--- src/rtl/neuron_mv_pkg.sv ---
// Shared types, mode encodings and the saturation helper for the neuron array.
// The typedefs describe the default build; the modules carry their own
// parameter-sized copies so they stay correct when overridden.
package neuron_mv_pkg;

  localparam int NMV_N_CH  = 4;
  localparam int NMV_W     = 16;
  localparam int NMV_T_REF = 3;
  localparam int NMV_RW    = ($clog2(NMV_T_REF + 1) > 0) ? $clog2(NMV_T_REF + 1) : 1;

  typedef logic signed [NMV_W-1:0]       volt_t;
  typedef logic signed [2*NMV_W+1:0]     wide_t;
  typedef logic        [NMV_RW-1:0]      ref_t;
  typedef logic [$clog2(NMV_N_CH)-1:0]   ch_t;

  localparam logic MODE_LIN  = 1'b0;
  localparam logic MODE_QUAD = 1'b1;

  // Clamp a wide signed value into the range of a signed w-bit word (w <= 63).
  function automatic logic signed [63:0] sat_to_w(input logic signed [63:0] x, input int w);
    logic signed [63:0] hi;
    logic signed [63:0] lo;
    hi = (64'sd1 <<< (w - 1)) - 64'sd1;
    lo = -(64'sd1 <<< (w - 1));
    if (x > hi)      return hi;
    else if (x < lo) return lo;
    else             return x;
  endfunction

endpackage

--- src/rtl/neuron_array_mv_core.sv ---
// Combinational single-channel LIF update: refractory hold, leak, optional
// quadratic term, threshold test and saturation. All sums are carried at
// 2W+2 bits so nothing wraps before the final clamp.
module neuron_mv_core
  import neuron_mv_pkg::*;
#(
  parameter int W          = 16,
  parameter int FRAC       = 8,
  parameter int V_REST     = 0,
  parameter int V_TH       = 256,
  parameter int V_RESET    = 0,
  parameter int LEAK_SHIFT = 4,
  parameter int QSHIFT     = 2,
  parameter int T_REF      = 3,
  parameter int RW         = 2
) (
  input  logic signed [W-1:0]  i_v,
  input  logic        [RW-1:0] i_ref,
  input  logic signed [W-1:0]  i_cur,
  input  logic                 i_mode,
  output logic signed [W-1:0]  o_v,
  output logic        [RW-1:0] o_ref,
  output logic                 o_fire
);

  localparam int WW = 2 * W + 2;
  localparam logic signed [W-1:0] RESET_V = W'(V_RESET);

  logic signed [WW-1:0] w_v;
  logic signed [WW-1:0] w_cur;
  logic signed [WW-1:0] w_d;
  logic signed [WW-1:0] w_leak;
  logic signed [WW-1:0] w_quad;
  logic signed [WW-1:0] w_vnext;

  // Unclamped next membrane value at full width.
  always_comb begin
    w_v    = WW'(i_v);
    w_cur  = WW'(i_cur);
    w_d    = w_v - WW'(V_REST);
    w_leak = w_d >>> LEAK_SHIFT;
    w_quad = '0;
    if (i_mode == MODE_QUAD) w_quad = (w_d * w_d) >>> (FRAC + QSHIFT);
    w_vnext = w_v + w_cur - w_leak + w_quad;
  end

  // Refractory channels ignore current; otherwise fire or store the clamped value.
  always_comb begin
    o_v    = i_v;
    o_ref  = i_ref;
    o_fire = 1'b0;
    if (i_ref != '0) begin
      o_v   = RESET_V;
      o_ref = i_ref - RW'(1);
    end else if (w_vnext >= WW'(V_TH)) begin
      o_fire = 1'b1;
      o_v    = RESET_V;
      o_ref  = RW'(T_REF);
    end else begin
      o_v   = W'(sat_to_w(64'(w_vnext), W));
      o_ref = '0;
    end
  end

endmodule

--- src/rtl/neuron_array_mv.sv ---
// Time-multiplexed array of N_CH LIF neurons sharing one update datapath.
// A round-robin pointer picks one channel per enabled cycle; its result is
// registered together with the spike pulse and the v_out/v_ch report.
module neuron_array_mv
  import neuron_mv_pkg::*;
#(
  parameter int N_CH       = NMV_N_CH,
  parameter int W          = NMV_W,
  parameter int FRAC       = 8,
  parameter int V_REST     = 0,
  parameter int V_TH       = 256,
  parameter int V_RESET    = 0,
  parameter int LEAK_SHIFT = 4,
  parameter int QSHIFT     = 2,
  parameter int T_REF      = NMV_T_REF
) (
  input  logic                      clk,
  input  logic                      rst_n,
  input  logic                      en,
  input  logic                      mode_sel,
  input  logic [N_CH*W-1:0]         i_in,
  output logic [N_CH-1:0]           spike,
  output logic signed [W-1:0]       v_out,
  output logic [$clog2(N_CH)-1:0]   v_ch,
  output logic                      v_valid
);

  localparam int CW = $clog2(N_CH);
  localparam int RW = ($clog2(T_REF + 1) > 0) ? $clog2(T_REF + 1) : 1;

  logic signed [W-1:0]  r_v   [N_CH];
  logic        [RW-1:0] r_ref [N_CH];
  logic        [CW-1:0] r_ptr;
  logic        [N_CH-1:0] r_spike;
  logic signed [W-1:0]  r_vout;
  logic        [CW-1:0] r_vch;
  logic                 r_vvalid;

  logic signed [W-1:0]  w_cur;
  logic signed [W-1:0]  w_vnew;
  logic        [RW-1:0] w_refnew;
  logic                 w_fire;

  assign w_cur = $signed(i_in[r_ptr*W +: W]);

  neuron_mv_core #(
    .W(W), .FRAC(FRAC), .V_REST(V_REST), .V_TH(V_TH), .V_RESET(V_RESET),
    .LEAK_SHIFT(LEAK_SHIFT), .QSHIFT(QSHIFT), .T_REF(T_REF), .RW(RW)
  ) u_core (
    .i_v   (r_v[r_ptr]),
    .i_ref (r_ref[r_ptr]),
    .i_cur (w_cur),
    .i_mode(mode_sel),
    .o_v   (w_vnew),
    .o_ref (w_refnew),
    .o_fire(w_fire)
  );

  // Commit the selected channel, advance the pointer and register the report.
  always_ff @(posedge clk) begin
    if (!rst_n) begin
      for (int c = 0; c < N_CH; c++) begin
        r_v[c]   <= W'(V_REST);
        r_ref[c] <= '0;
      end
      r_ptr    <= '0;
      r_spike  <= '0;
      r_vout   <= '0;
      r_vch    <= '0;
      r_vvalid <= 1'b0;
    end else if (en) begin
      r_v[r_ptr]   <= w_vnew;
      r_ref[r_ptr] <= w_refnew;
      r_ptr        <= (r_ptr == CW'(N_CH - 1)) ? '0 : r_ptr + CW'(1);
      r_spike      <= {{(N_CH-1){1'b0}}, w_fire} << r_ptr;
      r_vout       <= w_vnew;
      r_vch        <= r_ptr;
      r_vvalid     <= 1'b1;
    end else begin
      r_spike  <= '0;
      r_vvalid <= 1'b0;
    end
  end

  assign spike   = r_spike;
  assign v_out   = r_vout;
  assign v_ch    = r_vch;
  assign v_valid = r_vvalid;

endmodule
--- config.mk ---
export PLATFORM = sky130hd
export DESIGN_NAME = neuron_array_mv
export DESIGN_NICKNAME = d
export VERILOG_FILES = /design/src/rtl/neuron_mv_pkg.sv /design/src/rtl/neuron_array_mv_core.sv /design/src/rtl/neuron_array_mv.sv
export SDC_FILE = /design/constraint.sdc
export NUM_CORES = 1
export LEC_CHECK = 0
export BUFFER_PORTS_ARGS = -buffer_cell sky130_fd_sc_hd__buf_2
export CAP_MARGIN = 20
export CORE_ASPECT_RATIO = 1.1
export CORE_MARGIN = 3
export CORE_UTILIZATION = 58
export CTS_CLUSTER_DIAMETER = 100
export DETAILED_ROUTE_END_ITERATION = 6
export PLACE_DENSITY = 0.87
export SLEW_MARGIN = 20
export SYNTH_ARGS = -nofsm -noshare
export SYNTH_HDL_FRONTEND = slang
export SYNTH_SLANG_ARGS = --single-unit
export TNS_END_PERCENT = 20
--- constraint.sdc ---
create_clock -name clk -period 14.5 [get_ports clk]
set_input_delay 0.725 -clock clk [delete_from_list [all_inputs] [get_ports clk]]
set_output_delay 0.725 -clock clk [all_outputs]
set_load 0.005 [all_outputs]
# ---- Word level (Yosys, flattened, before mapping)
# Memories as Yosys holds them, arrays and structs flattened. A register that Yosys moved wholly into a read port is not among the register bits.
# Index checks and enable logic that the tools add are counted.
dict set report word_totals {
  ram_bits 72
  register_bits 25
  out_inout_bits 23
  n_memories 2
  word_cells 47
  input_bits 68
}
dict set report classes {
  magnitude_cmp 3
  n_addsub 5
  eq_ne 1
  reduce_logical 4
  shift 2
  n_mux 24
  n_mul 1
}
# memory words word_bits read_ports rd_ports_with_merged_regs wr line
set memory_table {}
lappend memory_table {r_v 4 16 1 1 4 neuron_array_mv.sv:31} ;# logic signed [W-1:0] r_v [N_CH];
lappend memory_table {r_ref 4 2 1 1 4 neuron_array_mv.sv:32} ;# logic [RW-1:0] r_ref [N_CH];
# op count
set ops {}
lappend ops {{two-way mux 16 bit} 5}
lappend ops {{variable part select 64 x 7 -> 16 bit} 1}
lappend ops {{adder 34 bit} 1}
lappend ops {{greater-or-equal comparator 34 x 10 -> 1 bit, second input constant} 1}
lappend ops {{greater-than comparator 34 x 16 -> 1 bit, second input constant} 1}
lappend ops {{< comparator 34 x 16 -> 1 bit, second input constant} 1}
lappend ops {{two-way mux 34 bit} 1}
lappend ops {{multiplier 16 x 16 -> 32 bit} 1}
lappend ops {{two-way mux 2 bit} 10}
lappend ops {{subtractor 17 x 12 -> 18 bit} 1}
lappend ops {{adder 16 x 16 -> 17 bit} 1}
lappend ops {{OR reduction 16 bit} 1}
lappend ops {{two-way mux 1 bit} 8}
lappend ops {{<< shifter 1 x 2 -> 4 bit} 1}
lappend ops {{adder 2 x 1 -> 2 bit, second input constant} 1}
lappend ops {{== test 2 bit, second input constant} 1}
lappend ops {{AND reduction 2 bit} 1}
lappend ops {{nonzero test 2 bit} 1}
lappend ops {{OR reduction 2 bit} 1}
lappend ops {{subtractor 2 x 1 -> 2 bit, second input constant} 1}

# ---- Longest topological paths before layout
dict set report logic_depth {
  depth_word 10
  mapped_depth 44
  depth_no_buf 38
}

# ---- By module
# From an unflattened synthesis, not the netlist that was laid out.
dict set report hier_totals {
  hier_cells 1560
  area_unflattened_um2 15635.0
}
# module area_each_um2 n_inst cells_per_inst seq_area_each_um2
set by_module_without_submodules {}
lappend by_module_without_submodules {neuron_mv_core 11073.1 1 1267 0.0}
lappend by_module_without_submodules {neuron_array_mv 4561.9 1 293 2702.6}

# ---- Least setup slack after synthesis
# Ideal clock, no wire load.
dict set report synth_timing {
  kind {reg-to-reg}
  startpoint {reg with a tool-made name}
  endpoint {mem r_v[1][2], data pin}
  n_path_buf 5
  required_ns 14.229
  synth_period_minus_slack_ns 10.524
  slack_ns 3.976
  setup_ns 0.271
  path_stages_with_launch 41
  t_arrival_ns 10.253
  cell_sequence {dfxtp_1 -> buf_2 -> buf_1 -> buf_2 -> mux2i_1 -> nand2_1 -> o21ai_1 -> inv_1 -> clkbuf_1 -> nand2_1 -> inv_1 -> fa_1 -> inv_1 -> fa_1 -> inv_1 -> fa_1 -> fa_1 -> fa_1 -> (+5 left out) -> a21o_1 -> a21o_1 -> a21o_1 -> a21o_1 -> a21o_1 -> or4_1 -> and3_1 -> ha_1 -> a21o_1 -> a21o_1 -> a21oi_1 -> o21ai_0 -> a31oi_1 -> xor2_1 -> o31ai_4 -> buf_2 -> a21oi_1 -> nor3_1}
}
# element line
set synth_rtl {}
lappend synth_rtl {{end: declaration} neuron_array_mv.sv:31}

==> summary.md <==
| Metric | Value |
|---|---|
| #FFs+latches synth | 99 |
| Drt total wl | 39260 um |
| Number of flops mapped to enable cells by yosys | between 70 and 80 |
| Vias | 12090 |
| Routed vias/inst | 5.777 |
| Clock buffer depth | 2 |
| Syn Inst Count | 1671 |
| Maxcap violations | 0 |
| Net Count, Synth | approximately 2100 |
| I/O pin count | 91 |
| Antenna Cells | 0 |
| Setup_tns | 0 ns |
| Max Fclk | 86.45 MHz |
| Die area | 29490 um2 |
| Reg2reg setup slack | 2.93 ns |
| RSZ-0062 raised after global routing | no |
| CP max stage delay | 0.90 ns |
| Status | complete, no violations |
| Die width | 164.0 um |
| Layout area overhead | 6.896% |
| Yosys warnings | 0 |
| Vias in the first global route | 12990 |
| Worst clock skew | 0.01057 ns |
| Skew-Pair Late Insertion Delay | 0.35 ns |
| Port bufs | 90 |
| Min Tclk post-route | 11.57 ns |
| Row cnt | 63 |
| Sequential area share after synthesis | between 10% and 20% |
| CP dominant cell by count | a21o_1 |
| Finished Core Util | 62.98% |
| Setup WS post-layout | around 3 ns |
| Synth top area share | 31.67% |
| Post-synth top flop | edfxtp_1 |
| Slew headroom | 24.43% |
| CP max stage cell | o31ai_4 |
| Final period utilization | between 70% and 80% |
| Final #Nets | 2178 |
| Post-CTS setup buffer count | 0 |
| Layout cell share with drive strength beyond 1 | 11.99% |
| Core ar. | 27040 um2 |
| Antenna violations before repair | 0 |
| DR WL/cell | 18.77 um |
| GRT overflow | 0 |
| Post-synth ARST share | 0% |
| Most frequent cells in the layout | inv_1, fa_1, ha_1 |
| Clk sinks | between 90 and 100 |
| CP Class | reg2reg |
| Worst Max-Slew Pin Slew | 1.130 ns |
| Pins over their slew limit | 0 |
| H-tree levels | 3 |
| Placed insts | 2076 |
| Top area cells in the synthesized netlist | fa_1, edfxtp_1, ha_1, inv_1, dfxtp_1 |
| CP Max Fanout | 32 |
| Commonest non-fill, non-tap cell in the layout | inv_1 |
| Fin. Hold Viols | 0 |
| # DRC | 0 |
| Post-DP HPWL | 31470 um |
| Clk pin slew, worst setup/hold paths | 0.07 ns |
| Largest net degree at the start of global routing | 70 |
| CP Data Required Time | 14.66 ns |
| Place WS | 2.972 ns |
| Cell Area, Synth | approximately 16000 um2 |
| Synth unique cells | 74 |
| Routability cong. | 0.9515 |
| First-pass GRT wire length | 64470 um |
| Drt initial violations | 1089 |
| Post-DRT Antenna Nets | 0 |
| Cts hold-fix bufs | 0 |
| Syn Area/Cell | 9.533 um2 |
| Inserted Clock Buffers | 9 |
| Final setup viols | 0 |
| Clk root buf | clkbuf_16 |
| Length of the first detailed-routing pass in iterations | 6 |
| CP startpoint kind | register |
| Crit path arrival time | 11.72 ns |
| Post-CTS Resized | 0 |
| Starting density of the core | 58.92% |
| CTS tree | yes |
| Gr usage total | around 28% |
| Die H | 179.8 um |
| Non-filler cells, final | 2092 |
| Hold crit path type | reg2reg |
| Post-synth top area cell | fa_1 |
| Fillers | ~2100 |
| CP endpoint kind | register |
Yosys cell counts, drive strengths merged, types with 3 or more instances:
cell    instances
a211oi         10
a21o           34
a21oi          72
a31o            4
a31oi           3
and2           21
and3           13
and4            6
buf            22
clkbuf         36
clkinv          6
dfxtp          27
edfxtp         72
fa            252
ha            128
inv           380
mux2           15
mux2i          21
mux4           20
nand2         122
nand2b          4
nand3          12
nand4           9
nor2          113
nor2b          13
nor3           65
nor4            6
o211ai          3
o21a            8
o21ai          54
o21bai         11
or2             9
or3             3
or4             5
xnor2          40
xor2           20
through the flow:
| step | area [um2] | hold WS (ns) |
|---|---|---|
| after floorplan | 15930 | 0.4487 |
| after global placement | 16690 | 0.4394 |
| after detailed placement | 16700 | 0.4406 |
| after CTS | 17030 | 0.4598 |
| after global routing | 17030 | 0.4835 |
| final | 17030 | 0.4538 |
area by class of cell:
cell class | instances | area, um2 | area share [%]
inverters | 386 | 1449 | 8.508
multi-input cells | 1128 | 11530 | 67.69
clock inverters | 4 | 32.53 | 0.1910
repair buffers | 106 | 570.5 | 3.350
well taps | 357 | 446.7 | 2.623
clock buffers | 12 | 300.3 | 1.763
flip-flops and latches | 99 | 2704 | 15.88
sequential cells by signal, summed over array words and instances, names as in the netlist, named ones only:
signal and flops:
r_ptr 2, v_valid 1, r_v 64, spike 4
v_out 16, v_ch 2, r_ref 8
per-layer routing:
metal | vias to the layer above | routed length [um] | track usage (%)
met1 | 5972 | 14400 | 34.38
li1 | 5459 | - | -
met2 | 526 | 20180 | 48.39
met4 | 0 | 1812 | 11.20
met3 | 129 | 2869 | 3.849
met5 | - | 0 | 0
cells by family after synthesis:
family | count (synthesis) | share of synthesized area (%)
adders and majority gates | 380 | 41.72
buffers and inverters | 444 | 10.74
DFF | 99 | 16.97
and+or+nand+nor | 410 | 12.57
muxes | 56 | 5.207
AOI/OAI and AO/OA | 222 | 9.488
xor gates and xnor gates | 60 | 3.299
critical path: cells and delay by family (launching register included):
family          cells  cell delay, ns
fa+ha+maj           8            4.17
compound gates     14            3.33
buf+inv             8            1.78
simple gates        4            1.11
mux                 1            0.39
flops               1            0.32
xor+xnor            1            0.23
path summary, 6_finish.rpt:
kind / startpoint / end / cells past startpoint
setup reg to reg: register / r_v[1][3] / 36
setup / recovery: register / r_v[1][3] / 36
hold / removal: v_out[15] / v_out[15] / 1
hold reg to reg: v_out[15] / v_out[15] / 1
Power is not shown: default switching activity piles up to over one toggle a cycle in this logic, so the estimate is an artifact.
